## src/rtl/fetch_queue_stage.sv

```systemverilog
// Instruction-fetch stage: owns the PC, drives a 1-cycle synchronous ROM and buffers tagged words for decode.
// Optional IF_PERF_CNT_EN adds the Perf_fetched / Perf_flushes counters.
module fetch_queue_stage #(
    parameter int              XLEN     = 32,
    parameter int              AW       = 10,
    parameter int              DEPTH    = 4,
    parameter logic [XLEN-1:0] RESET_PC = '0
) (
    input  logic            Clk,
    input  logic            Reset,
    input  logic            Fetch_en,
    input  logic            Redirect,
    input  logic [XLEN-1:0] Redirect_base,
    input  logic [XLEN-1:0] Redirect_immed,
    output logic            Imem_en,
    output logic [AW-1:0]   Imem_addr,
    input  logic [XLEN-1:0] Imem_rdata,
    output logic [XLEN-1:0] Instr,
    output logic [XLEN-1:0] Instr_PC,
    output logic            Instr_valid,
    input  logic            Instr_ready,
`ifdef IF_PERF_CNT_EN
    output logic [31:0]     Perf_fetched,
    output logic [31:0]     Perf_flushes,
`endif
    output logic [1:0]      Dbg_state
);

    localparam int PW = $clog2(DEPTH);
    localparam int CW = PW + 1;
    localparam logic [CW:0] DEPTH_W = (CW + 1)'(DEPTH);

    typedef enum logic [1:0] {
        ST_FETCH = 2'd0,
        ST_HOLD  = 2'd1,
        ST_KILL  = 2'd2
    } state_e;

    // Handshake: a head word transfers on a cycle where Instr_valid and Instr_ready
    // are both high at the rising edge; Instr_valid never depends on Instr_ready.

    state_e          state_q;
    logic [XLEN-1:0] pc_q, pc_d;
    logic [XLEN-1:0] tag_q;
    logic            inflight_q;
    logic [PW-1:0]   rd_q, rd_d, wr_q, wr_d;
    logic [CW-1:0]   count_q, count_d;
    logic [XLEN-1:0] instr_mem [DEPTH];
    logic [XLEN-1:0] pc_mem    [DEPTH];
`ifdef IF_PERF_CNT_EN
    logic [31:0]     fetched_q, flushes_q;
`endif

    logic [CW:0]     used;
    logic            issue_cond;
    logic            push;
    logic            pop;
    logic [XLEN-1:0] redirect_sum;
    logic [XLEN-1:0] redirect_tgt;

    // In-flight word holds a credit so its push can never overflow the queue.
    assign used         = {1'b0, count_q} + {{CW{1'b0}}, inflight_q};
    assign issue_cond   = Fetch_en & (used < DEPTH_W);
    assign Imem_en      = issue_cond & ~Redirect & Reset;
    assign Imem_addr    = pc_q[AW+1:2];

    assign push         = inflight_q & ~Redirect;
    assign Instr_valid  = (count_q != '0) & ~Redirect;
    assign pop          = Instr_valid & Instr_ready;
    assign Instr        = Instr_valid ? instr_mem[rd_q] : '0;
    assign Instr_PC     = Instr_valid ? pc_mem[rd_q]    : '0;

    assign redirect_sum = Redirect_base + XLEN'(4) + Redirect_immed;
    assign redirect_tgt = redirect_sum & ~(XLEN'(3));

    assign Dbg_state    = state_q;
`ifdef IF_PERF_CNT_EN
    assign Perf_fetched = fetched_q;
    assign Perf_flushes = flushes_q;
`endif

    always_comb begin
        pc_d    = pc_q;
        rd_d    = rd_q;
        wr_d    = wr_q;
        count_d = count_q;
        if (Redirect) begin
            pc_d    = redirect_tgt;
            rd_d    = '0;
            wr_d    = '0;
            count_d = '0;
        end else begin
            if (Imem_en) pc_d = pc_q + XLEN'(4);
            if (push)    wr_d = wr_q + PW'(1);
            if (pop)     rd_d = rd_q + PW'(1);
            case ({push, pop})
                2'b10:   count_d = count_q + CW'(1);
                2'b01:   count_d = count_q - CW'(1);
                default: count_d = count_q;
            endcase
        end
    end

    always_ff @(posedge Clk) begin
        if (!Reset) begin
            state_q    <= ST_FETCH;
            pc_q       <= RESET_PC;
            tag_q      <= '0;
            inflight_q <= 1'b0;
            rd_q       <= '0;
            wr_q       <= '0;
            count_q    <= '0;
`ifdef IF_PERF_CNT_EN
            fetched_q  <= '0;
            flushes_q  <= '0;
`endif
        end else begin
            pc_q       <= pc_d;
            rd_q       <= rd_d;
            wr_q       <= wr_d;
            count_q    <= count_d;
            inflight_q <= Imem_en;
            if (Imem_en) tag_q <= pc_q;
            if (Redirect)        state_q <= ST_KILL;
            else if (issue_cond) state_q <= ST_FETCH;
            else                 state_q <= ST_HOLD;
`ifdef IF_PERF_CNT_EN
            if (pop)      fetched_q <= fetched_q + 32'd1;
            if (Redirect) flushes_q <= flushes_q + 32'd1;
`endif
        end
    end

    // Queue storage carries no reset; occupancy is defined solely by count_q.
    always_ff @(posedge Clk) begin
        if (push && Reset) begin
            instr_mem[wr_q] <= Imem_rdata;
            pc_mem[wr_q]    <= tag_q;
        end
    end

endmodule

```

## config.mk

```make
export PLATFORM = sky130hd
export DESIGN_NAME = fetch_queue_stage
export DESIGN_NICKNAME = d
export VERILOG_FILES = /design/src/rtl/fetch_queue_stage.sv
export SDC_FILE = /design/constraint.sdc
export NUM_CORES = 1
export LEC_CHECK = 0
export CAP_MARGIN = 5
export CORE_ASPECT_RATIO = 1.5
export CORE_MARGIN = 10
export CORE_UTILIZATION = 25
export DETAILED_ROUTE_END_ITERATION = 10
export GPL_TIMING_DRIVEN = 0
export SYNTH_ARGS = -nofsm -noshare
export SYNTH_HDL_FRONTEND = slang
export SYNTH_SLANG_ARGS = --single-unit
```

## constraint.sdc

```tcl
create_clock -name Clk -period 5.84 [get_ports Clk]
set_clock_uncertainty 0.1 [all_clocks]
set_input_delay 1.168 -clock Clk [delete_from_list [all_inputs] [get_ports Clk]]
set_output_delay 1.168 -clock Clk [all_outputs]
set_load 0.02 [all_outputs]
```

* Yosys cells after proc, flatten, opt, wreduce, memory -nomap -nowiden
Memory sizes are Yosys's and may differ from the RTL's. A register that Yosys moved wholly into a read port is not among the register bits.
Cells that the tools add are included.
** Word-level totals
- Bits in registers :: 74
- ROM bits :: 0
- Output and inout port bits :: 78
- Word-level logic and storage cells :: 48
- Bits of input ports :: 101
- Memories :: 2
- Bits in latches :: 0
- RAM bits :: 256
** Cells by class
- Add/subtract/negate cells :: 8
- $mul :: 0
- Divide/modulo/power cells :: 0
- Bitwise logic cells :: 8
- Reductions and logical operators :: 5
- Shift operators :: 0
- Order comparisons :: 1
- Equal/unequal tests :: 2
- Muxes and demuxes :: 13
** Memories
- instr_mem :: words 4, width 32, read ports 1, clocked after Yosys merged registers in 1, write ports 1, line 48 : logic [XLEN-1:0] instr_mem [DEPTH];
- pc_mem :: words 4, width 32, read ports 1, clocked after Yosys merged registers in 1, write ports 1, line 49 : logic [XLEN-1:0] pc_mem [DEPTH];
** Operators by type and width (number)
- 2-to-1 mux 32 bit :: 4
- adder 32 x 3 -> 32 bit (second input constant) :: 2
- adder 32 bit :: 1
- 2-to-1 mux 2 bit :: 5
- bitwise AND 1 bit :: 6
- case mux 3 bit (2 select lines) :: 1
- adder 2 x 1 -> 2 bit (second input constant) :: 2
- adder 3 x 1 -> 4 bit :: 1
- < comparator 4 x 3 -> 1 bit (second input constant) :: 1
- nonzero test 2 bit :: 2
- adder 3 x 1 -> 3 bit (second input constant) :: 1
- 2-to-1 mux 1 bit :: 3
- nonzero test 3 bit :: 1
- subtractor 3 x 1 -> 3 bit (second input constant) :: 1
- == test 2 x 1 -> 1 bit (second input constant) :: 1
- == test 2 bit (second input constant) :: 1
- inverter 1 bit :: 2
- OR reduction 2 bit :: 1
- logical AND 1 bit :: 1

* Depth between registers and ports, before layout
- Word-level depth :: 7
- Mapped depth :: 12
- Depth with buffers taken out :: 12

* Worst setup path before layout
No wires, ideal clock.
- Path kind :: input-to-reg
- From :: in Redirect_base[5]
- To :: reg pc_q[29]
- Buffers on the path :: 0
- Data arrival time :: 3.419 ns
- Required time :: 5.607 ns
- Path slack :: 2.188 ns
- Library setup time :: 0.133 ns
- Cell stages on the path :: 10
- Path through :: ha_1 ha_1 a21o_1 a21oi_1 a21oi_1 o31a_1 a221o_1 a311oi_2 xor2_1 a21oi_1
** Between the ends
- Longest elaborated chain between the ends :: 3
** RTL lines
- from (decl) :: line 13 : input logic [XLEN-1:0] Redirect_base,
- adder 32 x 3 -> 32 bit :: line 73 : assign redirect_sum = Redirect_base + XLEN'(4) + Redirect_immed;
- adder 32 bit :: line 73
- 2-to-1 mux 32 bit :: line 87 : if (Redirect) begin
- to (signal assigned) :: line 118 : pc_q <= pc_d;
- to (decl) :: line 43 : logic [XLEN-1:0] pc_q, pc_d;
Every way passes these cells.
A chain may end at the register's enable or synchronous reset.

* Worst setup path in the final report
- From :: in Redirect
- To :: out Instr[27]
** Between the ends
- Longest elaborated chain between the ends :: 3
** RTL lines
- from (decl) :: line 12 : input logic Redirect,
- inverter 1 bit :: line 68 : assign Instr_valid = (count_q != '0) & ~Redirect;
- bitwise AND 1 bit :: line 68
- 2-to-1 mux 32 bit :: line 70 : assign Instr = Instr_valid ? instr_mem[rd_q] : '0;
- to (decl) :: line 18 : output logic [XLEN-1:0] Instr,
Every way passes these cells.

==> metrics.txt <==
# TYPE chip_impl_metric gauge
chip_impl_info{name="critPathLaunchType",value="input pin"} 1
chip_impl_metric{name="area_delta_synth_final",unit="%"} 26.1
chip_impl_metric{name="totalWireLength",unit="um"} 36500
chip_impl_info{name="tritoncts",value="done"} 1
chip_impl_metric{name="post_drt_via_cell_ratio",unit=""} 4.32
chip_impl_metric{name="numPlacedInstances",unit=""} 1979
chip_impl_metric{name="netlist.area_leader.share",unit="%"} 51.3
chip_impl_metric{name="cts_buffers",unit=""} 29
chip_impl_metric{name="multi_input_logic_area",unit="sq um"} 5240
chip_impl_metric{name="row_count",unit=""} 108
chip_impl_metric{name="cap_viol_max_count",unit=""} 0
chip_impl_info{name="yosys-top-cells-area",value="sky130_fd_sc_hd__edfxtp_1 (51%), sky130_fd_sc_hd__dfxtp_1 (9.9%), sky130_fd_sc_hd__mux4_2 (9.6%)"} 1
chip_impl_metric{name="synth_area_per_cell",unit="sq um"} 14.1
chip_impl_metric{name="die_h",unit="um"} 315
chip_impl_metric{name="detail_route.iter0.violations",unit=""} 438
chip_impl_metric{name="ff_latch_area",unit="sq um"} 8890
chip_impl_metric{name="fin_nets",unit=""} 1408
chip_impl_info{name="outcome",value="finished clean"} 1
chip_impl_info{name="ys_dominant_reg_cell",value="sky130_fd_sc_hd__edfxtp_1"} 1
chip_impl_metric{name="vias_in_the_first_global_route",unit=""} 9703
chip_impl_metric{name="yosys_warnings",unit=""} 0
chip_impl_metric{name="peak_supply_drop",unit="mV"} 0.208
chip_impl_metric{name="fp.dieW",unit="um"} 217
chip_impl_metric{name="vias",unit=""} 8787
chip_impl_metric{name="antenna_violations_before_repair",unit=""} 2
chip_impl_metric{name="post_cts_resized",unit=""} 0
chip_impl_info{name="hp-class",value="reg2reg"} 1
chip_impl_metric{name="count_of_flip_flops_with_a_built_in_enable_after_synthesis",unit=""} 248
chip_impl_metric{name="tritoncts_num_sinks",unit=""} 320
chip_impl_info{name="setup_repair_after_global_routing_missed_its_margin",value="false"} 1
chip_impl_info{name="yosys-top-cells-count",value="sky130_fd_sc_hd__edfxtp_1 (248), sky130_fd_sc_hd__nand2_1 (83), sky130_fd_sc_hd__dfxtp_1 (72), sky130_fd_sc_hd__and2_1 (65), sky130_fd_sc_hd__ha_1 (65)"} 1
chip_impl_metric{name="post_synth_instance_area",unit="sq um"} 14500
chip_impl_metric{name="final_cells",unit=""} 2034
chip_impl_metric{name="clockBufferDepth",unit=""} 3
chip_impl_metric{name="setup_viol",unit=""} 0
chip_impl_metric{name="asyncSetResetFlopFracSynth",unit="%"} 0
chip_impl_info{name="setup.worst_path.end_class",value="output pin"} 1
chip_impl_metric{name="worst-slew-pin-transition",unit="ns"} 0.906
chip_impl_metric{name="crit_arrival",unit="ns"} 3.82
chip_impl_info{name="clock-root-buffer",value="sky130_fd_sc_hd__clkbuf_16"} 1
chip_impl_metric{name="finalCritPeriodShare",unit="%"} 87.2
chip_impl_info{name="crit_path_cell_trace",value="clkdlybuf4s50_1 -> nor2_2 -> clkbuf_1 -> and2_1 -> clkdlybuf4s50_1"} 1
chip_impl_metric{name="cts.htree.levels",unit=""} 1
chip_impl_metric{name="place_congestion",unit=""} 0.843
chip_impl_metric{name="gr-total-overflow",unit=""} 0
chip_impl_metric{name="residual_antenna_violating_net_count_after_detailed_routing",unit=""} 0
chip_impl_metric{name="switchingPower",unit="W"} 0.00115
chip_impl_metric{name="number_of_port_buffers",unit=""} 175
chip_impl_metric{name="maximum_number_of_pins_on_one_net_before_global_route_repair",unit=""} 45
chip_impl_metric{name="i_o_pin_count",unit=""} 179
chip_impl_metric{name="power.leakage",unit="nW"} 6.24
chip_impl_metric{name="synth-seq-area-share",unit="%"} 61.3
chip_impl_metric{name="worst_path_largest_cell_delay",unit="ns"} 0.71
chip_impl_info{name="synth_largest_area_cell",value="sky130_fd_sc_hd__edfxtp_1"} 1
chip_impl_metric{name="p_clk_share",unit="%"} 38.1
chip_impl_metric{name="synthDistinctLibCells",unit=""} 72
chip_impl_info{name="timing.critical_path.mode_cell",value="sky130_fd_sc_hd__clkdlybuf4s50_1"} 1
chip_impl_info{name="classification_of_the_worst_setup_path",value="in2out"} 1
chip_impl_metric{name="cellPowerDensity",unit="nW/um^2"} 271
chip_impl_metric{name="timing_max_transition_violations_final",unit=""} 0
chip_impl_metric{name="critPathRequiredTime",unit="ns"} 4.57
chip_impl_metric{name="post_cts_buffers",unit=""} 0
chip_impl_metric{name="p_int",unit="W"} 0.00381
chip_impl_metric{name="yosys_register_bits",unit=""} 320
chip_impl_metric{name="fill_cells",unit=""} 5800
chip_impl_metric{name="crit_fanout",unit=""} 10
chip_impl_metric{name="initial_core_util",unit="%"} 25.1
chip_impl_metric{name="fin_crit",unit="ns"} 5.09
chip_impl_metric{name="drc",unit=""} 0
chip_impl_metric{name="swShare",unit="%"} 23.3
chip_impl_metric{name="grt_first_pass_wirelength",unit="um"} 56200
chip_impl_metric{name="floorplan.die_area",unit="sq um"} 68300
chip_impl_info{name="cp_slowest_cell",value="sky130_fd_sc_hd__nor2_2"} 1
chip_impl_metric{name="share_comb_of_total_power",unit="%"} 10.8
chip_impl_metric{name="drtPass1Iterations",unit=""} 5
chip_impl_metric{name="wire_per_inst",unit="um"} 17.9
chip_impl_metric{name="worstSkewPairLatency",unit="ns"} 0.56
chip_impl_metric{name="hold_buffers",unit=""} 0
chip_impl_metric{name="floorplan.core_area",unit="sq um"} 57700
chip_impl_metric{name="drive_above_1_share",unit="%"} 12.2
chip_impl_metric{name="hold_viol_final",unit=""} 0
chip_impl_info{name="path_delay_family",value="buffers and inverters"} 1
chip_impl_metric{name="grt_util_all_layers",unit="%"} 10.6
chip_impl_metric{name="worst_setup_hold_path_clk_slew",unit="ns"} 0.07
chip_impl_metric{name="critPathBufInv",unit=""} 3
chip_impl_metric{name="netlist_instances",unit=""} 1029
chip_impl_info{name="post-synth-top-count-cell",value="sky130_fd_sc_hd__edfxtp_1"} 1
chip_impl_metric{name="dp.final_hpwl",unit="um"} 27200
chip_impl_metric{name="power_frac_seq",unit="%"} 51.1
chip_impl_metric{name="max_clock_freq",unit="MHz"} 196
chip_impl_metric{name="maxSlewHeadroom",unit="%"} 39.6
chip_impl_metric{name="setup_total_negative_slack",unit="ns"} 0
-- worst reg2reg max path, cell delays in order, from the launching register on --
cell	delay [ns]
sky130_fd_sc_hd__dfxtp_1	0.40
sky130_fd_sc_hd__nor3_1	0.09
sky130_fd_sc_hd__nor2_2	0.66
sky130_fd_sc_hd__and2_1	0.33
sky130_fd_sc_hd__ha_1	0.22
sky130_fd_sc_hd__inv_1	0.06
sky130_fd_sc_hd__fa_1	0.39
sky130_fd_sc_hd__xor2_1	0.18
sky130_fd_sc_hd__or3_1	0.31
sky130_fd_sc_hd__a21oi_1	0.14
-- cells by family after synthesis --
group / after synthesis / share of synthesized area [%]
flip-flops: 320 / 61.3
XOR/XNOR: 63 / 3.80
adder cells (fa/ha/maj): 67 / 5.88
other: 1 / 0.0258
AND/OR/NAND/NOR: 306 / 10.6
buffers and inverters: 82 / 2.79
AO/OA/AOI/OAI: 125 / 5.86
multiplexers: 65 / 9.83
-- state kept, by name, indices dropped and copies added (netlist names), named ones only --
register,flops
inflight_q,1
pc_q,30
pc_mem,120
instr_mem,128
tag_q,30
count_q,3
Dbg_state,2
rd_q,2
wr_q,2
-- layout make-up --
class / instances / share of cell area (%)
Sequential cell: 320 / 48.6
Multi-Input combinational cell: 628 / 28.6
Timing Repair Buffer: 179 / 10.2
Tap cell: 770 / 5.26
Clock buffer: 42 / 4.45
Buffer: 61 / 1.78
Clock inverter: 12 / 0.684
Inverter: 21 / 0.431
Antenna cell: 1 / 0.0137
-- path summary, 6_finish.rpt --
check / from / endpoint / slack, ns / depth (start not counted)
worst max-delay path: Redirect / Instr[27] / 0.75 / 5
worst min register to register: pc_q[30] / tag_q[30] / 0.38 / 2
worst min-delay path: pc_q[30] / tag_q[30] / 0.38 / 2
worst max register to register: count_q[0] / count_q[2] / 2.90 / 9
-- per-stage QoR --
stage / cell area (sq um) / utilization [%] / hold WS, ns / setup WS [ns] / power [W]
2_1_floorplan: 14500 / - / 0.331 / 2.19 / 0.00290
3_3_place_gp: 17200 / 29.9 / 0.364 / 0.213 / 0.00312
3_5_place_dp: 17400 / 30.1 / 0.368 / 0.615 / 0.00313
4_1_cts: 18300 / 31.7 / 0.382 / 0.612 / 0.00504
5_1_grt: 18300 / 31.7 / 0.416 / 0.585 / 0.00517
6_report: 18300 / 31.7 / 0.385 / 0.750 / 0.00496
-- metal layers --
layer | GRT usage (%) | part of all wire, % | vias up
met3 | 1.84 | 4.6 | 53
li1 | - | - | 4303
met4 | 3.50 | 2.6 | 2
met1 | 11.1 | 38 | 4232
met2 | 20.6 | 55 | 197
met5 | 0 | 0.027 | -
-- placed cells by master, fill, tap and decap left out, drive strengths merged, types with 4 or more instances in the layout --
cell type / netlist / layout
edfxtp: 248 / 248
clkdlybuf4s50: 0 / 175
nand2: 84 / 84
clkbuf: 34 / 76
dfxtp: 72 / 72
and2: 67 / 67
ha: 65 / 65
mux4: 62 / 62
nor2: 54 / 54
nand3: 48 / 48
xnor2: 43 / 43
a21oi: 33 / 33
buf: 27 / 31
inv: 21 / 25
o21ai: 23 / 23
xor2: 20 / 20
a211oi: 17 / 17
nand4: 12 / 12
a21o: 11 / 11
and3: 10 / 10
nor3: 8 / 8
o22ai: 7 / 7
a31oi: 6 / 6
clkinv: 0 / 6
nor4: 5 / 5
nand2b: 4 / 4
o21a: 4 / 4
-- power groups by stage --
stage | combinational, W | sequential, W | clock [W]
CTS | 0.000548 | 0.00254 | 0.00196
floorplan | 0.000336 | 0.00257 | 0
global placement | 0.000536 | 0.00258 | 0
detailed placement | 0.000543 | 0.00259 | 0
global route | 0.000598 | 0.00254 | 0.00204
finish | 0.000534 | 0.00254 | 0.00189
No activity file was read; power rests on OpenSTA's default activity.
==> patch (same settings) <==
The parameter `XLEN` goes from 32 to 64.
--- a/src/rtl/fetch_queue_stage.sv
+++ b/src/rtl/fetch_queue_stage.sv
@@ -2,5 +2,5 @@
 // Optional IF_PERF_CNT_EN adds the Perf_fetched / Perf_flushes counters.
 module fetch_queue_stage #(
-    parameter int              XLEN     = 32,
+    parameter int              XLEN     = 64,
     parameter int              AW       = 10,
     parameter int              DEPTH    = 4,
Ports: changed (5 resized); port bits go from 179 to 339. No check against the original RTL was run, so the function may have changed too.
==> patch against the original RTL <==
Cell area up 100%; highest routed layer unchanged; area after synthesis rose by 100%; count of clock-buffer cells in the layout increased by 31; worst setup slack lost 0.65 ns; global-route usage up 1.8 points; hold slack lost 0.0035 ns; power up 98%; sequential cell count is 320 higher; critical path type unchanged; wire length rose by 130%.
==> patch: results (changes against the original RTL) <==
multiplexer share of the synthesized area - 9.80% (-0.028 points)
worst r2r src - pc_q[4]
Worst setup endpoint - Imem_en
Commonest cells post-synth - edfxtp_1, nand2_1, and2_1
part of the power in registers - 51.7% (+0.6 points)
GRT Util Overall - 12.3% (+1.8 points)
Nets - 2890 (+110%)
P_int - 0.00741 W (+95%)
Synth Area in Compound Gates - 7.17% (+1.3 points)
crit path launch - Fetch_en
Netlist cell types - 86 (+19%)
R2R depth - 10 (+1)
maximum VDD drop - 0.224 mV (+8.0%)
sequential cell area fraction in the yosys report - 60.4% (-0.88 points)
wl on met1 - 35200 um (+150%)
final RePlAce weighted congestion - 0.871 (+3.2%)
WL met3 - 3360 um (+100%)
biggest regs - instr_mem (256), pc_mem (248)
met1 usage - 14.6% (+3.6 points)
routed wl met2 - 43100 um (+120%)
Worst Min Path Start - pc_q[31]
largest net degree at the start of global routing - 47 (+4.4%)
Slowest-stage cell, CP - clkdlybuf4s50_1
met3 usage - 1.72% (-0.13 points)
Detailed Routing Iterations Pass 1 - 6 (+1)
status - complete, no violations
1st-iter DRT viols - 1033 (+140%)
critical path data arrival time - 4.47 ns (+0.65 ns)
Post-synth EDFFs - 504 (+100%)
Num CTS Buffers - 56 (+93%)
routed len/inst - 20.2 um (+13%)
clock share of power - 36.8% (-1.3 points)
R2R Path End - pc_q[57]
Post-Place Cell Area - 35100 um^2 (+100%)
Clock Latency Late Sink - 0.63 ns (+0.07 ns)
reg-to-reg slack, setup - 2.39 ns (-0.51 ns)
Synth Area in Adders - 5.59% (-0.29 points)
-- patch: cell count changes in the layout (fill, tap and decap cells not counted), moves of 52 or more --
cell / delta
clkdlybuf4s50_1: +161
mux4_2: +64
edfxtp_1: +256
dfxtp_1: +63
a21oi_1: +52
ha_1: +64
nand2_1: +131
clkbuf_1: +53
and2_1: +74
-- patch: layout make-up --
cell class	instances	area, um^2
inverter	36	140
multi-input combinational	1362	11100
buffer	122	533
timing repair buffer	344	3580
clock buffer	73	1480
sequential	640	17900
antenna	3	7.51
tap	1560	1950
clock inverter	32	303
fill	11900	80600
-- patch: logic make-up after synthesis --
family,Yosys count
mux,132
fa+ha+maj,131
xor+xnor,114
other cells,1
buf+inv,161
compound gates,306
flops,640
simple gates,677
-- patch: what timing repair did --
action / in CTS / in global routing
hold buffers: 0 / 0
endpoints found under the setup margin: 41 / 6
buffers inserted: 0 / 0
resized for setup: 6 / 2
-- patch: per-stage QoR --
| step | hold slack [ns] | power [W] | std cells | setup TNS, ns | worst slack [ns] |
|---|---|---|---|---|---|
| after floorplan | 0.331 | 0.00584 | 2163 | 0 | 0.748 |
| after global placement | 0.361 | 0.00631 | 4059 | -1456.91 | -2.96 |
| after detailed placement | 0.367 | 0.00632 | 4067 | -0.713 | -0.713 |
| after CTS | 0.379 | 0.00998 | 4169 | 0 | 0.0237 |
| after global routing | 0.406 | 0.0103 | 4169 | 0 | 0.0878 |
| final | 0.381 | 0.00983 | 4172 | 0 | 0.0999 |
-- patch: worst register-to-register path, cell delays in order, from the launching register on --
cell	delay (ns)
dfxtp_1	0.48
and4_1	0.31
nand4_1	0.26
nor3_1	0.52
nand4_1	0.24
nor2_1	0.37
nand2_1	0.27
nor4_1	0.36
xor2_1	0.18
nor2_1	0.05
a211oi_1	0.23
